[config.mk]
export PLATFORM = sky130hd
export DESIGN_NAME = sm_debug_ctrl
export DESIGN_NICKNAME = d
export VERILOG_FILES = /design/src/rtl/sm_debug_pkg.sv /design/src/rtl/sm_debounce.sv /design/src/rtl/sm_debug_ctrl.sv
export SDC_FILE = /design/constraint.sdc
export NUM_CORES = 1
export LEC_CHECK = 0
export ABC_AREA = 1
export CAP_MARGIN = 30
export CORE_MARGIN = 4
export CORE_UTILIZATION = 53
export CTS_CLUSTER_SIZE = 12
export DETAILED_ROUTE_END_ITERATION = 8
export PLACE_DENSITY = 0.79
export SLEW_MARGIN = 30
export SYNTH_ARGS = -nofsm -noshare
export SYNTH_HDL_FRONTEND = slang
export SYNTH_HIERARCHICAL = 1
export SYNTH_SLANG_ARGS = --single-unit
[constraint.sdc]
create_clock -name clk -period 1.9 [get_ports clk]
set_input_delay 0.285 -clock clk [delete_from_list [all_inputs] [get_ports clk]]
set_output_delay 0.285 -clock clk [all_outputs]
set_load 0.05 [all_outputs]
[src/rtl/sm_debug_pkg.sv]
// Shared definitions for the schoolMIPS debug controller.
//   mode_e       : controller mode, also presented on the mode output
//   STEP_CNT_W   : width of the saturating clkEnable cycle counter
//   STEP_CNT_MAX : saturation value of that counter
package sm_debug_pkg;

  typedef enum logic [1:0] {
    HALT = 2'd0,
    RUN  = 2'd1,
    STEP = 2'd2
  } mode_e;

  localparam int                    STEP_CNT_W   = 16;
  localparam logic [STEP_CNT_W-1:0] STEP_CNT_MAX = 16'hFFFF;

endpackage

[src/rtl/sm_debounce.sv]
// Button debouncer with registered rising-edge press pulse.
//   clk   : system clock
//   rst   : synchronous reset, active-high
//   in    : raw button level, active-high
//   level : debounced stable level
//   press : one-cycle pulse on the cycle level goes 0->1
module sm_debounce #(
  parameter int DEB_CYCLES = 50000
) (
  input  logic clk,
  input  logic rst,
  input  logic in,
  output logic level,
  output logic press
);

  localparam int               CNT_W    = $clog2(DEB_CYCLES);
  localparam logic [CNT_W-1:0] CNT_LAST = CNT_W'(DEB_CYCLES - 1);
  localparam logic [CNT_W-1:0] CNT_ONE  = CNT_W'(1);

  logic             level_q, level_d;
  logic             press_q, press_d;
  logic [CNT_W-1:0] cnt_q, cnt_d;

  always_comb begin
    level_d = level_q;
    press_d = 1'b0;
    cnt_d   = cnt_q;
    if (in == level_q) begin
      cnt_d = '0;
    end else if (cnt_q == CNT_LAST) begin
      // Raw input has disagreed for DEB_CYCLES edges: accept the new level.
      level_d = ~level_q;
      press_d = ~level_q;
      cnt_d   = '0;
    end else begin
      cnt_d = cnt_q + CNT_ONE;
    end
  end

  always_ff @(posedge clk) begin
    if (rst) begin
      level_q <= 1'b0;
      press_q <= 1'b0;
      cnt_q   <= '0;
    end else begin
      level_q <= level_d;
      press_q <= press_d;
      cnt_q   <= cnt_d;
    end
  end

  assign level = level_q;
  assign press = press_q;

endmodule

[src/rtl/sm_debug_ctrl.sv]
// Run/halt/single-step controller and register-scan sequencer for schoolMIPS.
//   clk, rst   : system clock, synchronous active-high reset
//   btnRun     : raw run/halt toggle button
//   btnStep    : raw single-step button
//   clkEnable  : clock enable to the core (registered)
//   mode       : current mode (HALT/RUN/STEP), also the FSM state
//   regAddr    : debug register address driven to the core
//   regData    : debug register data from the core (combinational from regAddr)
//   dispAddr   : address of the last captured register
//   dispData   : value of the last captured register
//   dispValid  : one-cycle strobe when dispAddr/dispData update
//   stepCount  : saturating count of cycles with clkEnable=1
//
// Handshake: dispValid is a one-cycle valid with no ready; the consumer must
// take dispAddr/dispData on the cycle dispValid is high. Both stay stable
// until the next strobe.
module sm_debug_ctrl
  import sm_debug_pkg::*;
#(
  parameter int REG_ADDR_W = 4,
  parameter int DEB_CYCLES = 50000,
  parameter int SCAN_HOLD  = 1000000,
  parameter int RESET_RUN  = 1
) (
  input  logic                  clk,
  input  logic                  rst,
  input  logic                  btnRun,
  input  logic                  btnStep,
  output logic                  clkEnable,
  output logic [1:0]            mode,
  output logic [REG_ADDR_W-1:0] regAddr,
  input  logic [31:0]           regData,
  output logic [REG_ADDR_W-1:0] dispAddr,
  output logic [31:0]           dispData,
  output logic                  dispValid,
  output logic [STEP_CNT_W-1:0] stepCount
);

  localparam int                    HOLD_W    = $clog2(SCAN_HOLD);
  localparam logic [HOLD_W-1:0]     HOLD_LAST = HOLD_W'(SCAN_HOLD - 1);
  localparam logic [HOLD_W-1:0]     HOLD_ONE  = HOLD_W'(1);
  localparam logic [REG_ADDR_W-1:0] ADDR_ONE  = REG_ADDR_W'(1);
  localparam logic [STEP_CNT_W-1:0] STEP_ONE  = STEP_CNT_W'(1);
  localparam mode_e                 RST_MODE  = (RESET_RUN != 0) ? RUN : HALT;

  // Button conditioning
  logic run_level, run_press;
  logic step_level, step_press;

  sm_debounce #(.DEB_CYCLES(DEB_CYCLES)) u_deb_run (
    .clk   (clk),
    .rst   (rst),
    .in    (btnRun),
    .level (run_level),
    .press (run_press)
  );

  sm_debounce #(.DEB_CYCLES(DEB_CYCLES)) u_deb_step (
    .clk   (clk),
    .rst   (rst),
    .in    (btnStep),
    .level (step_level),
    .press (step_press)
  );

  // Only the press pulses drive the FSM; the stable levels are not needed here.
  logic unused_levels;
  assign unused_levels = run_level ^ step_level;

  // Mode FSM
  mode_e state_q, state_d;
  logic  clk_en_q, clk_en_d;

  always_ff @(posedge clk) begin
    if (rst) begin
      state_q  <= RST_MODE;
      clk_en_q <= (RESET_RUN != 0);
    end else begin
      state_q  <= state_d;
      clk_en_q <= clk_en_d;
    end
  end

  always_comb begin
    state_d = state_q;
    case (state_q)
      HALT: begin
        // A simultaneous run press wins and the step is dropped.
        if (run_press)       state_d = RUN;
        else if (step_press) state_d = STEP;
      end
      RUN: begin
        if (run_press) state_d = HALT;
      end
      STEP: begin
        state_d = HALT;
      end
      default: begin
        state_d = HALT;
      end
    endcase
  end

  // clkEnable registers the next-state decision, so a STEP visit yields
  // exactly one enabled cycle.
  always_comb begin
    clk_en_d = (state_d == RUN) || (state_d == STEP);
    mode     = state_q;
  end

  assign clkEnable = clk_en_q;

  // Saturating enabled-cycle counter
  logic [STEP_CNT_W-1:0] step_cnt_q, step_cnt_d;

  always_comb begin
    step_cnt_d = step_cnt_q;
    if (clk_en_q && (step_cnt_q != STEP_CNT_MAX)) begin
      step_cnt_d = step_cnt_q + STEP_ONE;
    end
  end

  // Register scan sequencer, free-running regardless of mode
  logic [HOLD_W-1:0]     hold_q, hold_d;
  logic [REG_ADDR_W-1:0] reg_addr_q, reg_addr_d;
  logic [REG_ADDR_W-1:0] disp_addr_q, disp_addr_d;
  logic [31:0]           disp_data_q, disp_data_d;
  logic                  disp_valid_q, disp_valid_d;

  always_comb begin
    hold_d       = hold_q + HOLD_ONE;
    reg_addr_d   = reg_addr_q;
    disp_addr_d  = disp_addr_q;
    disp_data_d  = disp_data_q;
    disp_valid_d = 1'b0;
    if (hold_q == HOLD_LAST) begin
      // regAddr has been stable for SCAN_HOLD cycles: capture, then advance.
      hold_d       = '0;
      disp_data_d  = regData;
      disp_addr_d  = reg_addr_q;
      disp_valid_d = 1'b1;
      reg_addr_d   = reg_addr_q + ADDR_ONE;
    end
  end

  always_ff @(posedge clk) begin
    if (rst) begin
      step_cnt_q   <= '0;
      hold_q       <= '0;
      reg_addr_q   <= '0;
      disp_addr_q  <= '0;
      disp_data_q  <= '0;
      disp_valid_q <= 1'b0;
    end else begin
      step_cnt_q   <= step_cnt_d;
      hold_q       <= hold_d;
      reg_addr_q   <= reg_addr_d;
      disp_addr_q  <= disp_addr_d;
      disp_data_q  <= disp_data_d;
      disp_valid_q <= disp_valid_d;
    end
  end

  assign stepCount = step_cnt_q;
  assign regAddr   = reg_addr_q;
  assign dispAddr  = disp_addr_q;
  assign dispData  = disp_data_q;
  assign dispValid = disp_valid_q;

endmodule

==> summary.txt <==
Run status
  – Status: finished, final reports clean

Critical path
  – Crit path from: stepCount[8]
  – CP Data Arrival Time: 1.50 ns
  – Critical path cell sequence: dlygate4sd2_1
  – Flop2flop setup slack: 0.21 ns
  – Crit. End Element: primary output
  – Top delay family on crit path: buffers and inverters
  – Crit path kind: reg2out
  – Termination of the worst setup path: stepCount[8]
  – Crit-path max FO: 6
  – Number of stages on the worst setup path: 1
  – CP Launch Type: flip-flop
  – Crit-path max cell delay: 0.56 ns
  – Slowest-stage cell, CP: dlygate4sd2_1
  – CP required: 1.62 ns
  – Buf/Inv on CP: 1
  – Launch point of the worst reg-to-reg path: hold_q[0]
  – R2r endpoint: dispData[4]
  – Worst R2R Path Depth: 10

Logic synthesis
  – Synthesis Warnings: 6
  – Synth area leaders: dfxtp_1 (43%), nand2_1 (17%), nor2_1 (8.3%)
  – Post-synth net total: 789
  – Yosys reg bits: 116
  – Fraction of registers with async set or reset after synthesis: 0%
  – Cell Area, Synth: 5390 sq um
  – Sequential share of the synthesized area: 43.1%
  – Post-synthesis cell type count: 30
  – Synth area leader: dfxtp_1
  – Syn Inst Count: 748
  – Top cell type's share of synthesized area: 43.1%
  – Post-Syn Area per Cell: 7.21 sq um
  – EDFF count, synth: 0
  – Post-synth top flop: dfxtp_1

CTS
  – Hold_buf cts: 0
  – CTS Buf Count: 17
  – Setup Buffers After CTS: 0
  – Clk_lat worst skew: 0.51 ns
  – CTS root buf: clkbuf_8
  – Clk buf depth: 2
  – CTS tree: done
  – CTS Sinks: 116
  – CTS clk-pin slew, worst paths: 0.06 ns
  – Deepest level of the CTS H-tree: 4

Power
  – Cell Pwr Density: 877 nW/um^2
  – Worst IR Drop VDD: 0.000791 V
  – Leak Pwr: 2.95 nW

Global routing
  – Grt ovf: 0
  – Vias in the first global route: 4,831
  – First-pass GRT wire length: 21.5 mm
  – Largest net degree at the start of global routing: 38
  – GRT Overall Usage: 22.6%
  – Antenna violations before repair: 0

Detailed routing
  – Routed Antenna Nets: 0
  – Via density: 5.00
  – WL per Instance: 12.9 microns
  – DRC: 0
  – DR iter-0 viols: 207
  – Overall routed net length: 13.0 mm
  – TritonRoute pass-1 iters: 6
  – Via count: 5,008

STA
  – RSZ-0062 raised after global routing: no
  – Period minus WS final: 1.79 ns
  – Layout Skew: 0.00857 ns
  – Setup TNS: 0 ns
  – Final setup violation count: 0
  – Max Clock Freq: 559 MHz
  – Final max-slew violation count: 0
  – Worst Max-Slew Pin Slew: 0.535 ns
  – Final-report hold violation count: 0
  – Rel. slew slack: 64.5%
  – Final hold slack: 0.308 ns
  – Crit share post-route: 94.1%

Finish
  – ANT cells: 0
  – Layout cell share with drive strength beyond 1: 13.0%
  – Nets: 897
  – P&R area growth vs syn: 29.6%

Job
  – Max-cap check violation count: 0

Floorplan
  – IO Pins: 96
  – Full die area: 11,900 sq um
  – Die height: 109 microns
  – Core Region: 9820 sq um
  – Starting Density: 54.9%
  – Row cnt: 36
  – DIE WIDTH: 109 microns

Placement
  – RePlAce Congestion: 0.881
  – # port buffers: 95
  – Post-DP HPWL: 9.38 mm

Hold path
  – HP Class: in2reg
==> cells by family after synthesis <==
| kind of cell | synth area share [%] |
|---|---|
| AO/OA/AOI/OAI | 4.36 |
| flip-flops | 43.1 |
| adder cells (fa/ha/maj) | 1.16 |
| buffers and inverters | 7.19 |
| XOR/XNOR | 3.90 |
| AND/OR/NAND/NOR | 40.3 |
==> cells in the mapped netlist (2+ instances only) <==
cell type and number:
nor3_1 7, buf_6 6, buf_12 3, xnor2_1 6, nand2_2 14, o21ai_0 5
xor2_1 18, nor2_4 8, o21ai_2 2, a21oi_1 32, clkbuf_1 3, o21ai_1 2
o21bai_1 3, nand3_1 42, nand4_1 14, inv_2 6, nor2_1 119, nand2_4 3
ha_1 5, nand3b_1 6, inv_1 57, dfxtp_1 116, nand2_1 238, nor2_2 21
nand3_2 7
==> what timing repair did <==
item / in CTS / in global routing
resized for setup: 50 / 2
pin swaps: 0 / 0
endpoints found under the setup margin: 50 / 19
==> final cells by class <==
cell class / instances / area [sq um]
Multi-Input combinational cell: 555 / 2680
Fill cell: 823 / 2830
Tap cell: 133 / 166
Inverter: 63 / 239
Timing Repair Buffer: 103 / 936
Clock buffer: 18 / 418
Sequential cell: 116 / 2320
Clock inverter: 14 / 225
==> state kept, by name (all words and copies together), names as in the netlist <==
register,count
hold_q,20
u_deb_step/press,1
u_deb_step/level,1
dispData,32
stepCount,16
u_deb_step/cnt_q,16
u_deb_run/level,1
dispAddr,4
u_deb_run/press,1
u_deb_run/cnt_q,16
regAddr,4
clkEnable,1
mode,2
dispValid,1
==> layout by cell type (no fill, tap or decap), types with 5 or more instances in the layout <==
master and n:
o21ai_0 5, nand2_2 14, inv_2 5, nor3_1 7, nor2_2 21, bufinv_16 5
buf_4 17, nor2_1 119, nor2_4 8, ha_1 5, nand3_2 7, dfxtp_1 116
xor2_1 18, inv_1 57, xnor2_1 6, a21oi_1 32, clkdlybuf4s50_1 35, clkbuf_16 16
nand3b_1 6, nand4_1 14, dlygate4sd2_1 50, nand3_1 42, nand2_1 238
==> routing by layer <==
layer,GRT usage [%],vias to the layer above,wire length (microns)
met5,0,-,0
met4,6.76,0,190
met3,5.74,22,542
met2,40.3,124,6690
met1,26.5,2294,5540
li1,-,2568,-
==> power breakdown <==
part / internal (mW) / switching [mW]
combinational: 0.0967 / 0.110
clock: 2.28 / 1.18
sequential: 2.45 / 0.0159
total: 4.82 / 1.30
==> how the worst min path moves through the flow <==
stage	startpoint	slack, ns	endpoint	cells past startpoint
3_5_place_dp	dispData[18]	0.44	dispData[18]	2
3_3_place_gp	hold_q[0]	0.43	hold_q[0]	1
2_1_floorplan	rst	0.35	regAddr[2]	1
6_report	regData[0]	0.31	dispData[0]	3
5_1_grt	regData[0]	0.30	dispData[0]	3
4_1_cts	regData[0]	0.29	dispData[0]	3
==> per-stage QoR <==
step	utilization, %	total power [mW]	setup WS [ns]	instance area (sq um)	std cells
2_1_floorplan	-	2.63	0.178	5390	748
3_3_place_gp	65.2	2.72	0.187	6410	970
3_5_place_dp	65.2	2.73	0.141	6410	970
4_1_cts	71.2	6.16	0.0850	6990	1002
5_1_grt	71.2	6.31	0.0431	6990	1002
6_report	71.2	6.13	0.113	6990	1002
Note: power is estimated with default switching activity, not from simulation.
